--- src/rtl/muldiv_pkg.sv ---
// Shared definitions for the iterative RV32M multiply/divide unit.
package muldiv_pkg;

    // M-extension funct3 encodings, same field the ALU decodes.
    localparam logic [2:0] FNC_MUL    = 3'b000;
    localparam logic [2:0] FNC_MULH   = 3'b001;
    localparam logic [2:0] FNC_MULHSU = 3'b010;
    localparam logic [2:0] FNC_MULHU  = 3'b011;
    localparam logic [2:0] FNC_DIV    = 3'b100;
    localparam logic [2:0] FNC_DIVU   = 3'b101;
    localparam logic [2:0] FNC_REM    = 3'b110;
    localparam logic [2:0] FNC_REMU   = 3'b111;

    // funct7 value that routes an OP instruction to this unit.
    localparam logic [6:0] FUNCT7_MULDIV = 7'b0000001;

    // State encoding.
    localparam logic [1:0] ST_IDLE = 2'd0;
    localparam logic [1:0] ST_BUSY = 2'd1;
    localparam logic [1:0] ST_FIX  = 2'd2;
    localparam logic [1:0] ST_DONE = 2'd3;

    typedef enum logic [1:0] {
        StIdle = ST_IDLE,
        StBusy = ST_BUSY,
        StFix  = ST_FIX,
        StDone = ST_DONE
    } muldiv_state_e;

    // rs1 is interpreted as signed.
    function automatic logic rs1_signed(input logic [2:0] funct3);
        return (funct3 == FNC_MULH) || (funct3 == FNC_MULHSU) ||
               (funct3 == FNC_DIV)  || (funct3 == FNC_REM);
    endfunction

    // rs2 is interpreted as signed.
    function automatic logic rs2_signed(input logic [2:0] funct3);
        return (funct3 == FNC_MULH) || (funct3 == FNC_DIV) || (funct3 == FNC_REM);
    endfunction

    function automatic logic is_div_op(input logic [2:0] funct3);
        return funct3[2];
    endfunction

    function automatic logic is_rem_op(input logic [2:0] funct3);
        return funct3[2] & funct3[1];
    endfunction

endpackage

--- src/rtl/muldiv_sign_fix.sv ---
// Final sign correction and result select applied in the FIX cycle.
module muldiv_sign_fix
    import muldiv_pkg::*;
#(
    parameter int unsigned XLEN = 32
) (
    input  logic [2:0]        funct3,
    input  logic              sign_a,
    input  logic              sign_b,
    input  logic [2*XLEN-1:0] prod,
    input  logic [XLEN-1:0]   rem,
    output logic [XLEN-1:0]   result
);

    logic              neg_res;
    logic [2*XLEN-1:0] prod_fix;
    logic [XLEN-1:0]   quot_fix;
    logic [XLEN-1:0]   rem_fix;

    // Signs are pre-masked at accept, so unsigned ops never negate here.
    always_comb begin
        neg_res  = sign_a ^ sign_b;
        prod_fix = neg_res ? -prod : prod;
        // Quotient lives in the low half of the shared product register.
        quot_fix = neg_res ? -prod[XLEN-1:0] : prod[XLEN-1:0];
        rem_fix  = sign_a ? -rem : rem;
        result   = prod_fix[XLEN-1:0];
        case (funct3)
            FNC_MUL:                         result = prod_fix[XLEN-1:0];
            FNC_MULH, FNC_MULHSU, FNC_MULHU: result = prod_fix[2*XLEN-1:XLEN];
            FNC_DIV, FNC_DIVU:               result = quot_fix;
            FNC_REM, FNC_REMU:               result = rem_fix;
            default:                         result = prod_fix[XLEN-1:0];
        endcase
    end

endmodule

--- src/rtl/muldiv_unit.sv ---
// Iterative RV32M multiply/divide unit with valid/ready handshakes.
// Multiply: shift-add, one bit per cycle. Divide: restoring, one bit per cycle.
module muldiv_unit
    import muldiv_pkg::*;
#(
    parameter int unsigned XLEN  = 32,
    parameter int unsigned CNT_W = $clog2(XLEN) + 1
) (
    input  logic            clk,
    input  logic            rst,
    input  logic            in_valid,
    output logic            in_ready,
    input  logic [2:0]      in_funct3,
    input  logic [XLEN-1:0] in_a,
    input  logic [XLEN-1:0] in_b,
    input  logic            kill,
    output logic            out_valid,
    input  logic            out_ready,
    output logic [XLEN-1:0] out_data
);

    localparam logic [XLEN-1:0] MOST_NEG = {1'b1, {(XLEN-1){1'b0}}};

    muldiv_state_e     state;
    logic [CNT_W-1:0]  cnt;
    logic [2:0]        op;
    logic              sign_a;
    logic              sign_b;
    // Multiply: {acc, multiplier}. Divide: low half is dividend shifting into quotient.
    logic [2*XLEN-1:0] prod;
    logic [XLEN-1:0]   opb;
    logic [XLEN-1:0]   rem;

    logic              accept;
    logic              a_neg;
    logic              b_neg;
    logic [XLEN-1:0]   a_mag;
    logic [XLEN-1:0]   b_mag;
    logic              special;
    logic [XLEN-1:0]   special_res;
    logic [XLEN:0]     mul_sum;
    logic [XLEN:0]     rem_shift;
    logic [XLEN:0]     div_trial;
    logic              div_ok;
    logic [XLEN-1:0]   fix_result;

    // Accept-time decode: operand magnitudes and divide special cases.
    always_comb begin
        accept      = in_valid && in_ready && !kill;
        a_neg       = rs1_signed(in_funct3) & in_a[XLEN-1];
        b_neg       = rs2_signed(in_funct3) & in_b[XLEN-1];
        a_mag       = a_neg ? -in_a : in_a;
        b_mag       = b_neg ? -in_b : in_b;
        special     = 1'b0;
        special_res = '0;
        if (is_div_op(in_funct3)) begin
            if (in_b == '0) begin
                special     = 1'b1;
                special_res = is_rem_op(in_funct3) ? in_a : '1;
            end else if (rs1_signed(in_funct3) && in_a == MOST_NEG && in_b == '1) begin
                special     = 1'b1;
                special_res = is_rem_op(in_funct3) ? '0 : in_a;
            end
        end
    end

    // One iteration step for both the multiplier and the divider.
    always_comb begin
        mul_sum   = {1'b0, prod[2*XLEN-1:XLEN]} + (prod[0] ? {1'b0, opb} : '0);
        rem_shift = {rem, prod[XLEN-1]};
        div_trial = rem_shift - {1'b0, opb};
        div_ok    = !div_trial[XLEN];
    end

    muldiv_sign_fix #(
        .XLEN (XLEN)
    ) u_sign_fix (
        .funct3 (op),
        .sign_a (sign_a),
        .sign_b (sign_b),
        .prod   (prod),
        .rem    (rem),
        .result (fix_result)
    );

    // Control FSM and datapath registers; kill always wins over out_ready.
    always_ff @(posedge clk or posedge rst) begin
        if (rst) begin
            state     <= StIdle;
            cnt       <= '0;
            op        <= '0;
            sign_a    <= 1'b0;
            sign_b    <= 1'b0;
            prod      <= '0;
            opb       <= '0;
            rem       <= '0;
            in_ready  <= 1'b1;
            out_valid <= 1'b0;
            out_data  <= '0;
        end else begin
            unique case (state)
                StIdle: begin
                    if (accept) begin
                        op       <= in_funct3;
                        sign_a   <= a_neg;
                        sign_b   <= b_neg;
                        prod     <= {{XLEN{1'b0}}, a_mag};
                        opb      <= b_mag;
                        rem      <= '0;
                        cnt      <= CNT_W'(XLEN);
                        in_ready <= 1'b0;
                        if (special) begin
                            out_data  <= special_res;
                            out_valid <= 1'b1;
                            state     <= StDone;
                        end else begin
                            state <= StBusy;
                        end
                    end
                end
                StBusy: begin
                    if (kill) begin
                        state    <= StIdle;
                        in_ready <= 1'b1;
                    end else begin
                        if (is_div_op(op)) begin
                            rem              <= div_ok ? div_trial[XLEN-1:0] : rem_shift[XLEN-1:0];
                            prod[XLEN-1:0]   <= {prod[XLEN-2:0], div_ok};
                        end else begin
                            prod <= {mul_sum, prod[XLEN-1:1]};
                        end
                        cnt <= cnt - 1'b1;
                        if (cnt == CNT_W'(1)) begin
                            state <= StFix;
                        end
                    end
                end
                StFix: begin
                    if (kill) begin
                        state    <= StIdle;
                        in_ready <= 1'b1;
                    end else begin
                        out_data  <= fix_result;
                        out_valid <= 1'b1;
                        state     <= StDone;
                    end
                end
                StDone: begin
                    if (kill || out_ready) begin
                        out_valid <= 1'b0;
                        in_ready  <= 1'b1;
                        state     <= StIdle;
                    end
                end
                default: begin
                    state     <= StIdle;
                    in_ready  <= 1'b1;
                    out_valid <= 1'b0;
                end
            endcase
        end
    end

endmodule

--- config.mk ---
export PLATFORM = sky130hd
export DESIGN_NAME = muldiv_unit
export DESIGN_NICKNAME = d
export VERILOG_FILES = /design/src/rtl/muldiv_pkg.sv /design/src/rtl/muldiv_sign_fix.sv /design/src/rtl/muldiv_unit.sv
export SDC_FILE = /design/constraint.sdc
export NUM_CORES = 1
export LEC_CHECK = 0
export CAP_MARGIN = 20
export CORE_MARGIN = 3
export CORE_UTILIZATION = 51
export CTS_CLUSTER_DIAMETER = 30
export DETAILED_ROUTE_END_ITERATION = 8
export PLACE_DENSITY = 0.72
export SYNTH_ARGS = -nofsm -noshare
export SYNTH_HDL_FRONTEND = slang
export SYNTH_SLANG_ARGS = --single-unit
--- constraint.sdc ---
create_clock -name clk -period 6.7 [get_ports clk]
set_clock_uncertainty 0.05 [all_clocks]
set_input_delay 0.67 -clock clk [delete_from_list [all_inputs] [get_ports clk]]
set_output_delay 0.67 -clock clk [all_outputs]
set_load 0.02 [all_outputs]
======== Word-level counts from Yosys, hierarchy flattened ========
Cells that the tools add are included.
word-level totals
  register bits ........................... 175
  input port bits ......................... 72
  output and inout bits ................... 34
  logic and storage cells ................. 128
cells by class
  add/subtract/negate cells ............... 8
  equality and inequality tests ........... 26
  multiplexer cells ....................... 48
  bitwise logic cells ..................... 4
  reduce and logical (&&, ||, !) cells .... 30
operators by type and width
  kind                                            count
  2-to-1 mux 32 bit                               19
  2-to-1 mux 64 bit                               3
  negator 32 bit                                  4
  one-hot mux 32 bit (2 select lines)             2
  one-hot mux 32 bit (4 select lines)             1
  one-hot mux 64 bit (2 select lines)             1
  == test 32 bit (second input constant)          2
  negator 64 bit                                  1
  adder 32 x 32 -> 33 bit                         1
  subtractor 33 x 32 -> 33 bit                    1
  zero test 32 bit                                1
  == test 3 bit (second input constant)           6
  inequality test 2 bit (second input constant)   7
  2-to-1 mux 2 bit                                6
  2-to-1 mux 6 bit                                2
  one-hot mux 6 bit (2 select lines)              1
  AND reduction 4 bit                             3
  2-to-1 mux 1 bit                                10
  == test 3 x 2 -> 1 bit (second input constant)  3
  AND reduction 3 bit                             3
  one-hot mux 2 bit (4 select lines)              1
  == test 3 x 1 -> 1 bit (second input constant)  2
  == test 6 x 1 -> 1 bit (second input constant)  1
  logical OR 1 bit                                6
  other kinds (18)                                29

======== Logic depth before layout (Yosys ltp) ========
  word-level depth ........................ 12
  mapped depth ............................ 15
  gate-level depth less buffers ........... 14

======== Cells and area by module ========
A second synthesis with hierarchy kept.
second synthesis, totals
  cells, all modules ...................... 2,023
  area, all modules ....................... 16,070.4 µm²
modules (own cells, without submodules)
  module           instances  cells each  area an instance (µm²)  seq. area each (µm²)
  muldiv_unit      1          1,536       12,948.7                4,380.5
  muldiv_sign_fix  1          487         3,121.7                 0.0

======== Worst setup path after synthesis ========
Ideal clock, no wire load.
  path kind ............................... reg-to-reg
  start point ............................. reg prod[0]
  end point ............................... reg out_data[24]
  library setup time ...................... 0.130 ns
  arrival ................................. 3.462 ns
  required time ........................... 6.520 ns
  path slack .............................. 3.058 ns
  stages on the path, launching flop included .. 14
  buffers on the path ..................... 1
  clock period less this slack ............ 3.642 ns
  cells stage by stage .................... dfrtp_1 > inv_1 > clkbuf_1 > ha_1 > or3b_2 > or4_1 > nor3_1 > nand4_1 > or3_1 > nor3_1 > mux2i_1 > nor2_1 > a211oi_1 > o21ai_0
on the way
  cells in the longest elaborated chain, start to end .. 5
  elaborated cells on any way between the ends .. 7
  classes of those cells .................. add/sub (2); mux (5)
ends and longest elaborated chain
  what                                                           RTL line                                      RTL
  from (decl)                                                    muldiv_unit.sv:30                             logic [2*XLEN-1:0] prod;
  from (signal assigned)                                         muldiv_unit.sv:107                            prod <= {{XLEN{1'b0}}, a_mag};
  from (signal, indexed assignment)                              muldiv_unit.sv:128                            prod[XLEN-1:0] <= {prod[XLEN-2:0], div_ok};
  from (signal assigned)                                         muldiv_unit.sv:130                            prod <= {mul_sum, prod[XLEN-1:1]};
  negator 64 bit / negator 32 bit (equally long branches)        muldiv_sign_fix.sv:23, muldiv_sign_fix.sv:25
  2-to-1 mux 64 bit / 2-to-1 mux 32 bit (equally long branches)  muldiv_sign_fix.sv:23, muldiv_sign_fix.sv:25
  one-hot mux 32 bit (4 select lines) *                          muldiv_sign_fix.sv:28                         case (funct3)
  2-to-1 mux 32 bit *                                            muldiv_unit.sv:139                            if (kill) begin
  one-hot mux 32 bit (2 select lines) *                          muldiv_unit.sv:101                            unique case (state)
  to (signal assigned)                                           muldiv_unit.sv:113                            out_data <= special_res;
  to (signal assigned)                                           muldiv_unit.sv:143                            out_data <= fix_result;
  to (decl)                                                      muldiv_unit.sv:19                             output logic [XLEN-1:0] out_data
Mark *: on every way between the ends. The rest lies on a longest branch, timed or not. The select of a mux whose other input is x is not followed.
A chain may end at the register's enable or synchronous reset.

======== Final worst setup path ========
  start point ............................. in in_funct3[2]
  end point ............................... reg out_data[31]
on the way
  cells in the longest elaborated chain, start to end .. 12
  elaborated cells on any way between the ends .. 23
  classes of those cells .................. eq/ne (5); mux (11); bitwise (1); reduce/logical (6)
ends and longest elaborated chain
  what                                                                     RTL line            RTL
  from (decl)                                                              muldiv_unit.sv:13   input logic [2:0] in_funct3,
  == test 3 x 1 -> 1 bit / == test 3 x 2 -> 1 bit (equally long branches)  muldiv_pkg.sv:32    return (funct3 == FNC_MULH) || (funct3 == FNC_MULHSU) ||
  logical OR 1 bit (2 in a row)                                            muldiv_pkg.sv:32
  logical OR 1 bit                                                         muldiv_pkg.sv:33    (funct3 == FNC_DIV) || (funct3 == FNC_REM);
  logical AND 1 bit (2 in a row)                                           muldiv_unit.sv:60   end else if (rs1_signed(in_funct3) && in_a == MOST_NEG && in_b == '1) begin
  2-to-1 mux 32 bit                                                        muldiv_unit.sv:60
  2-to-1 mux 32 bit                                                        muldiv_unit.sv:57   if (in_b == '0) begin
  2-to-1 mux 32 bit                                                        muldiv_unit.sv:56   if (is_div_op(in_funct3)) begin
  2-to-1 mux 32 bit                                                        muldiv_unit.sv:112  if (special) begin
  2-to-1 mux 32 bit                                                        muldiv_unit.sv:103  if (accept) begin
  one-hot mux 32 bit (2 select lines)                                      muldiv_unit.sv:101
Parallel ways exist; a longest one is shown, timed or not. The select of a mux whose other input is x is not followed.

==> impl_metrics.tcl <==
set metrics [dict create \
    outcome "complete, no violations" \
    drt_iter0_drc 1455 \
    setup.worst_path.end_class "register" \
    min_path_type "reg -> reg" \
    cts_buffer_depth 2 \
    grtUsageTotal 0.310 \
    synth_xor_area_frac 0.120 \
    ys_ff_latch 175 \
    synthSimpleGateAreaFrac 0.204 \
    layout_commonest_cell "nand2_1" \
    cp-start-kind "primary input" \
    hold_path_depth 2 \
    synthAdderAreaFrac 0.0647 \
    antenna_found_initial 0 \
    peakVddDrop_uv 214 \
    worstSetupPathType "in -> reg" \
    syn_nets 2095 \
    grt_pass1_vias 13971 \
    fin_hold_ws_ps 432 \
    worstHoldStart "opb[3]" \
    synthMuxAreaShare 0.0341 \
    fp.dieArea_mm2 0.0317 \
    cts_tree "yes" \
    antenna_cells 0 \
    final.setup.tns_ps 0 \
    vias_per_cell 6.20 \
    crit_fanout 44 \
    required_ps 7040 \
    place_inst 2357 \
    p_leak_nw 7.34 \
    grt_max_degree 82 \
    grt.overflow.total 0 \
    drt_first_pass_iters 7 \
    fin_cells 2390 \
    drive_gt1_frac 0.0484 \
    synth_top_family_by_area "compound AO/OA/AOI/OAI gates" \
    synthCells 1946 \
    wl_mm 49.7 \
    max_freq_mhz 232 \
    die_height_um 178 \
    ant_nets 0 \
    cts_hold_buf 0 \
    initial_utilization 0.523 \
    die_w_um 178 \
    synthToLayoutAreaGrowth_pct 12.8 \
    routabilityCongestion 0.967 \
    clk_pin_slew_ps 80 \
    post-route-util 0.590 \
    period_needed_ps 4300 \
    max-cap-violations 0 \
    yosysSeqAreaShare 0.290 \
    fin_nets 2142 \
    syn-cell-area_mm2 0.0151 \
    seq_area_mm2 0.00438 \
    clock-root-buffer "clkbuf_16" \
    rsz0062_at_grt "false" \
    synth_edf_count 0 \
    coreArea_mm2 0.0289 \
    setup_viol 0 \
    worstSetupStartpoint "in_funct3[2]" \
    rr_startpoint "prod[31]" \
    ys_warn_count 0 \
    tightest_slew_ps 1050 \
    fill_cells 2648 \
    fin_crit_sh 0.642 \
    dpl_worst_slack_ps 2040 \
    wl_per_cell_um 20.8 \
    vias 14814 \
    multi_input_area_mm2 0.0101 \
    port_buffers 105 \
    cts.sinks 175 \
    post-cts-setup-buffer-count 0 \
    cp.arrival_ps 4640 \
    placementRows 62 \
    place_area_mm2 0.0165 \
    dpl.hpwl_mm 38.1 \
    cts_resized 0 \
    syn_area_per_cell_um2 7.77 \
    grt_first_pass_wirelength_mm 76.9 \
    p_per_area_mw_per_mm2 437 \
    final_area_mm2 0.0171 \
    clkLatencyLatePin_ps 450 \
    synthArstFlopShare 1.00 \
    hold_viol 0 \
    total_power_mw 7.46 \
    final_cell_mix "nand2_1 (233), o21ai_0 (229), nor2_1 (177)" \
    reg2reg_depth 13 \
    synth-compound-area-share 0.245 \
    fin_ws_ps 2400 \
    cts_buffers 17 \
    synth_cell_types 71 \
    num_io_pins 106 \
    drc 0 \
    synthFlopType "dfrtp_1" \
    maxSlewHeadroom 0.291 \
    maxSlewViolCount 0 \
    ctsHtreeMaxLevel 4 \
]
==> flip-flops by register name, indices dropped and copies added, names as in the netlist, 2 cells and up <==
name / flops
out_data: 32
opb: 32
cnt: 6
rem: 32
prod: 64
state: 2
op: 3
==> cells in the mapped netlist (all sizes together), types with 32 or more instances <==
cell type	n	area (µm²)
mux2i	47	470
a31oi	32	200
nor2	177	664
inv	69	259
xor2	102	893
ha	75	938
nor3	46	230
dfrtp	174	4350
xnor2	105	920
clkbuf	88	330
o21ai	232	1160
a21o	35	263
a21oi	136	684
nand2	233	875
==> report_power, final <==
group / switching, mW / leakage (nW) / internal (mW)
combinational: 2.73 / 4.81 / 1.78
clock: 0.482 / 0.267 / 0.501
sequential: 0.521 / 2.27 / 1.45
total: 3.73 / 7.34 / 3.73
==> area by class of cell <==
class / instances / area share
Multi-Input combinational cell: 1603 / 0.594
Sequential cell: 175 / 0.257
Timing Repair Buffer: 127 / 0.0725
Tap cell: 384 / 0.0282
Clock buffer: 19 / 0.0266
Inverter: 69 / 0.0155
Clock inverter: 13 / 0.00601
==> kinds of logic after synthesis <==
kind of cell               count (synthesis)
and+or+nand+nor                          656
buffers and inverters                    168
AOI/OAI and AO/OA                        612
muxes                                     51
xor gates and xnor gates                 207
adders and majority gates                 77
DFF                                      175
==> worst max-delay path, cell delays in order <==
cell	delay, ps
clkdlybuf4s50_1	680
nor2_1	120
xnor2_1	260
and2_1	630
nand3_1	400
nor4_1	370
nand2b_1	240
a31o_2	180
buf_4	370
nand2_1	290
a211oi_1	290
a211o_1	130
==> worst paths after layout <==
| kind | to | slack (ps) |
|---|---|---|
| worst max register to register | rem[23] | 2400 |
| min in group asynchronous | prod[12] | 690 |
| worst min-delay path | opb[3] | 430 |
| worst min register to register | opb[3] | 430 |
| max in group asynchronous | op[2] | 4420 |
| worst max-delay path | out_data[31] | 2400 |
==> metal layers <==
metal / GRT usage / up-vias / part of all wire
li1: - / 7045 / -
met1: 0.404 / 6947 / 0.43
met2: 0.493 / 681 / 0.45
met3: 0.0575 / 141 / 0.076
met4: 0.154 / 0 / 0.051
met5: 0 / - / 0
No activity file was read; power rests on OpenSTA's default activity.
